## src/rtl/spi_mode_arbiter.sv

```systemverilog
// Round-robin front end for a shared SPI master: latches the winner's mode/byte,
// holds them through a setup window, pulses spi_start and watches spi_cs for completion.
module spi_mode_arbiter #(
    parameter int NREQ       = 4,
    parameter int SETUP_CYC  = 2,
    parameter int CS_TIMEOUT = 8,
    parameter int GAP_CYC    = 4
) (
    input  logic                 clk,
    input  logic                 rst,
    input  logic [NREQ-1:0]      req,
    input  logic [2*NREQ-1:0]    req_mode,
    input  logic [8*NREQ-1:0]    req_data,
    output logic [NREQ-1:0]      grant,
    output logic [NREQ-1:0]      done,
    output logic [NREQ-1:0]      err,
    output logic                 busy,
    output logic                 spi_start,
    output logic [1:0]           spi_mode,
    output logic [7:0]           spi_din,
    input  logic                 spi_cs
);

    localparam int MAXC = (SETUP_CYC > CS_TIMEOUT)
                        ? ((SETUP_CYC > GAP_CYC) ? SETUP_CYC : GAP_CYC)
                        : ((CS_TIMEOUT > GAP_CYC) ? CS_TIMEOUT : GAP_CYC);
    localparam int CW = $clog2(MAXC) + 1;
    localparam int IW = (NREQ > 1) ? $clog2(NREQ) : 1;

    localparam logic [CW-1:0] SETUP_LAST = CW'(SETUP_CYC - 1);
    localparam logic [CW-1:0] GAP_LAST   = CW'(GAP_CYC - 1);
    // The LAUNCH cycle is the first of the CS_TIMEOUT window, and WAIT_LOW
    // entry clears the counter, hence the -2.
    localparam logic [CW-1:0] TO_LAST    = CW'(CS_TIMEOUT - 2);

    typedef enum logic [2:0] {IDLE, SETUP, LAUNCH, WAIT_LOW, WAIT_HIGH, GAP} state_t;

    state_t          state;
    logic [CW-1:0]   cnt;
    logic [IW-1:0]   last;

    logic [NREQ-1:0] sel_oh;
    logic [IW-1:0]   sel_idx;
    logic [1:0]      sel_mode;
    logic [7:0]      sel_data;

    // Pass 0 finds the lowest index at or below last (wrap-around candidates);
    // pass 1 overrides it with the lowest index above last, which has priority.
    always_comb begin
        sel_oh   = '0;
        sel_idx  = '0;
        sel_mode = '0;
        sel_data = '0;
        for (int p = 0; p < 2; p++) begin
            for (int k = NREQ - 1; k >= 0; k--) begin
                if (req[k] && ((IW'(k) > last) == (p == 1))) begin
                    sel_oh    = '0;
                    sel_oh[k] = 1'b1;
                    sel_idx   = IW'(k);
                    sel_mode  = req_mode[2*k +: 2];
                    sel_data  = req_data[8*k +: 8];
                end
            end
        end
    end

    always_ff @(posedge clk or posedge rst) begin
        if (rst) begin
            state     <= IDLE;
            cnt       <= '0;
            last      <= IW'(NREQ - 1);
            grant     <= '0;
            done      <= '0;
            err       <= '0;
            busy      <= 1'b0;
            spi_start <= 1'b0;
            spi_mode  <= 2'b00;
            spi_din   <= 8'h00;
        end else begin
            spi_start <= 1'b0;
            done      <= '0;
            err       <= '0;
            cnt       <= cnt + 1'b1;
            unique case (state)
                IDLE: begin
                    if (|req) begin
                        grant    <= sel_oh;
                        last     <= sel_idx;
                        busy     <= 1'b1;
                        spi_mode <= sel_mode;
                        spi_din  <= sel_data;
                        cnt      <= '0;
                        state    <= SETUP;
                    end
                end
                SETUP: begin
                    if (cnt == SETUP_LAST) begin
                        spi_start <= 1'b1;
                        cnt       <= '0;
                        state     <= LAUNCH;
                    end
                end
                LAUNCH: begin
                    cnt   <= '0;
                    state <= WAIT_LOW;
                end
                WAIT_LOW: begin
                    if (!spi_cs) begin
                        cnt   <= '0;
                        state <= WAIT_HIGH;
                    end else if (cnt == TO_LAST) begin
                        err   <= grant;
                        cnt   <= '0;
                        state <= GAP;
                    end
                end
                WAIT_HIGH: begin
                    if (spi_cs) begin
                        done  <= grant;
                        cnt   <= '0;
                        state <= GAP;
                    end
                end
                GAP: begin
                    // grant drops on the same edge that ends the done/err pulse
                    grant <= '0;
                    if (cnt == GAP_LAST) begin
                        busy  <= 1'b0;
                        cnt   <= '0;
                        state <= IDLE;
                    end
                end
                default: state <= IDLE;
            endcase
        end
    end

endmodule

```

## config.mk

```make
export PLATFORM = sky130hd
export DESIGN_NAME = spi_mode_arbiter
export DESIGN_NICKNAME = d
export VERILOG_FILES = /design/src/rtl/spi_mode_arbiter.sv
export SDC_FILE = /design/constraint.sdc
export NUM_CORES = 1
export LEC_CHECK = 0
export ABC_AREA = 1
export CAP_MARGIN = 10
export CORE_ASPECT_RATIO = 0.7
export CORE_MARGIN = 2
export CORE_UTILIZATION = 25
export CTS_CLUSTER_DIAMETER = 80
export DETAILED_ROUTE_END_ITERATION = 8
export PLACE_DENSITY = 0.51
export RECOVER_POWER = 25
export SLEW_MARGIN = 40
export SYNTH_ARGS = -nofsm -noshare
export SYNTH_HDL_FRONTEND = slang
export SYNTH_SLANG_ARGS = --single-unit
export TNS_END_PERCENT = 5
```

## constraint.sdc

```tcl
create_clock -name clk -period 1.8 [get_ports clk]
set_clock_uncertainty 0.15 [all_clocks]
set_input_delay 0.27 -clock clk [delete_from_list [all_inputs] [get_ports clk]]
set_output_delay 0.27 -clock clk [all_outputs]
set_load 0.1 [all_outputs]
```

==> results.sh <==
export IMPL_cts_hold_fix_buffers=0
export IMPL_gr_total_overflow=0
export IMPL_crit_type="flip-flop to flip-flop"
export IMPL_post_synth_num_cell_types=36
export IMPL_post_cts_repair_setup_buffers=0
export IMPL_synth_edff_count=0
export IMPL_sequential_cell_area_um2=828.3
export IMPL_worstSkewPairLatency_ps=280
export IMPL_timing_rr_start="last[1]"
export IMPL_cell_internal_pwr_mw=3.169
export IMPL_worstPathArrival_ps=1700
export IMPL_ir_drop_uv=869.4
export IMPL_area_used_by_multi_input_combinational_logic_um2=1335
export IMPL_drt_vias_per_instance=4.352
export IMPL_static_leakage_power_nw=1.945
export IMPL_clockPowerShare_pct=12.5
export IMPL_synth_avg_cell_area_um2=6.812
export IMPL_power_frac_seq_pct=20.9
export IMPL_cts_made_buffers=5
export IMPL_floorplan_rows=30
export IMPL_finalSetupViolCount=0
export IMPL_worst_slew_pin_slew_ps=851.2
export IMPL_finalHoldViolations=0
export IMPL_critical_path_max_fanout=4
export IMPL_post_dp_cell_area_um2=3739
export IMPL_final_max_slew_violation_count=0
export IMPL_via_count_of_the_first_global_routing_pass=2572
export IMPL_die_area_um2=10940
export IMPL_cp_end_kind="flip-flop"
export IMPL_die_w_um=124.2
export IMPL_post_route_drc_count=0
export IMPL_grt_antenna_before_repair=0
export IMPL_insertedDiodeCount=0
export IMPL_globalRouteTotalUtil_pct=15.08
export IMPL_timing_critical_path_from="last[1]"
export IMPL_fmaxAchievable_mhz=603.3
export IMPL_dp_final_hpwl_mm=5.992
export IMPL_syn_instance_count=371
export IMPL_gp_congestion=0.8544
export IMPL_synthesis_nets=421
export IMPL_avgRoutedWirePerCell_um=13.26
export IMPL_outcome="complete, no violations"
export IMPL_h_tree_depth=2
export IMPL_clock_sink_count=33
export IMPL_layout_area_overhead_vs_synth_pct=53.22
export IMPL_max_cap_violations=0
export IMPL_critical_path_required_ps=1850
export IMPL_synth_seq_area_share_pct=32.77
export IMPL_rsz_0062_raised_after_global_routing="no"
export IMPL_hp_class="flip-flop to flip-flop"
export IMPL_cts_root_buf="clkbuf_16"
export IMPL_power_switching_fraction_pct=52.63
export IMPL_pwr_density_cell_nw_per_um2=1727
export IMPL_holdWs_ps=386.3
export IMPL_num_fill_cells=1041
export IMPL_detail_route_first_pass_iterations=4
export IMPL_layout_nets=503
export IMPL_grt_start_max_net_pins=34
export IMPL_clk_pin_slew_worst_paths_ps=60
export IMPL_finish_instance_area_um2=3872
export IMPL_maxSlewHeadroom_pct=43.25
export IMPL_power_frac_comb_pct=66.6
export IMPL_hold_path_startpoint="cnt[0]"
export IMPL_chipHeight_um=88.13
export IMPL_tritoncts="built"
export IMPL_timing_critical_path_from_type="flip-flop"
export IMPL_ys_seq_elements=33
export IMPL_postRouteWirelength_mm=7.717
export IMPL_ys_dominant_reg_cell="dfrtp_1"
export IMPL_switching_power_mw=3.520
export IMPL_dr_first_iter_drc_count=124
export IMPL_buffer_ports_inserted=70
export IMPL_syn_area_um2=2527
export IMPL_postRouteAntennaNets=0
export IMPL_design_portCount=71
export IMPL_setup_total_neg_slack_ps=0
export IMPL_cts_max_path_bufs=2
export IMPL_coreArea_um2=9759
export IMPL_async_flop_share_pct=100.0
export IMPL_floorplan_initialDensity_pct=25.90
export IMPL_layout_drive_gt1_share_pct=23.35
export IMPL_detailroute_via_count=2533
export IMPL_yosys_warnings=0
export IMPL_first_pass_grt_wire_length_mm=12.63
export IMPL_tmin_final_ps=1658
export IMPL_post_route_period_util_pct=92.08
[per-stage QoR]
stage                     utilization [%]  std cells  setup slack (ps)  total power [mW]
after floorplan                         -        371             323.2             4.404
after global placement              38.31        574            -33.34             5.845
after detailed placement            38.31        574            -57.80             5.891
after CTS                           39.77        582             125.0             6.753
after global routing                39.68        582             8.361             7.174
final                               39.68        582             142.5             6.689
[what timing repair did]
item	CTS	global route
endpoints found under the setup margin	0	2
gates resized for setup	0	2
hold endpoints to repair	0	0
[worst max-delay path: stages, from the launching register on]
cell,delay [ps]
dfstp_2,590
inv_1,120
nand2_1,130
nand2_1,80
o21ai_0,220
buf_4,150
nand2_1,50
o21ai_0,80
[power groups by stage]
stage / clock, mW / combinational, mW / sequential, mW
after floorplan: 0 / 1.94 / 2.46
after global placement: 0 / 4.44 / 1.40
after detailed placement: 0 / 4.49 / 1.40
after CTS: 0.857 / 4.50 / 1.40
after global routing: 0.903 / 4.83 / 1.44
final: 0.835 / 4.46 / 1.40
[Yosys cell counts (2+ instances only)]
cell type	instances	area [µm²]
nand2_1	124	465.5
nor3_1	8	40.04
o21ai_2	18	157.7
nor3_2	2	20.02
buf_2	6	30.03
nor2_2	7	43.79
inv_1	59	221.5
buf_4	3	22.52
dfstp_2	2	52.55
nand3_2	10	100.1
nand4_1	2	12.51
nand3_1	10	50.05
o21ai_0	20	100.1
o21ai_1	11	55.05
dfrtp_1	31	775.7
nor2_4	3	33.78
ha_1	3	37.54
inv_2	6	22.52
nor2_1	24	90.09
a21oi_1	6	30.03
[kinds of logic after synthesis]
logic type	Yosys count	synth area share [%]
and+or+nand+nor	194	36.14
buffers and inverters	81	14.50
AOI/OAI and AO/OA	58	14.41
DFF	33	32.77
adders and majority gates	3	1.485
xor gates and xnor gates	2	0.6932
[area by class of cell]
cell class,count,area share [%]
Inverter,67,6.688
Sequential cell,33,21.39
Tap cell,128,4.136
Multi-Input combinational cell,257,34.47
Clock buffer,5,3.231
Timing Repair Buffer,89,29.63
Clock inverter,3,0.4523
[path summary, 6_finish.rpt]
path	to	slack, ps	depth (start not counted)
setup / recovery	grant[1]	140	7
hold / removal	cnt[0]	390	1
setup reg to reg	grant[1]	140	7
hold reg to reg	cnt[0]	390	1
max in group asynchronous	spi_din[0]	410	3
min in group asynchronous	err[1]	550	3
[layer usage]
metal	global-route usage, %	routed length [µm]	vias up
met4	5.720	154	0
met5	0	0	-
met1	20.85	3780	1143
met2	23.05	3334	66
met3	3.320	447	16
li1	-	-	1308
[registers in the layout, indices dropped and copies added, names as in the netlist]
| signal | flops |
|---|---|
| last | 2 |
| state | 3 |
| spi_din | 8 |
| done | 4 |
| spi_start | 1 |
| grant | 4 |
| busy | 1 |
| cnt | 4 |
| spi_mode | 2 |
| err | 4 |
[layout by cell type, fill, tap and decap left out, types with 2 or more instances in the layout]
cell             instances
nor2_4                   3
nor3_1                   8
dfrtp_1                 31
clkinv_2                 2
buf_12                  29
nand4_1                  2
nand3_2                 10
o21ai_1                 11
clkbuf_16                5
nand2_2                  2
inv_1                   59
clkdlybuf4s50_1         45
ha_1                     3
nor2_1                  24
inv_2                    6
nand2_1                123
nor2_2                   7
nor3_2                   2
dfstp_2                  2
o21ai_2                 18
a21oi_1                  6
nand3_1                 10
buf_4                   12
o21ai_0                 20
(Power assumes the default switching activity.)
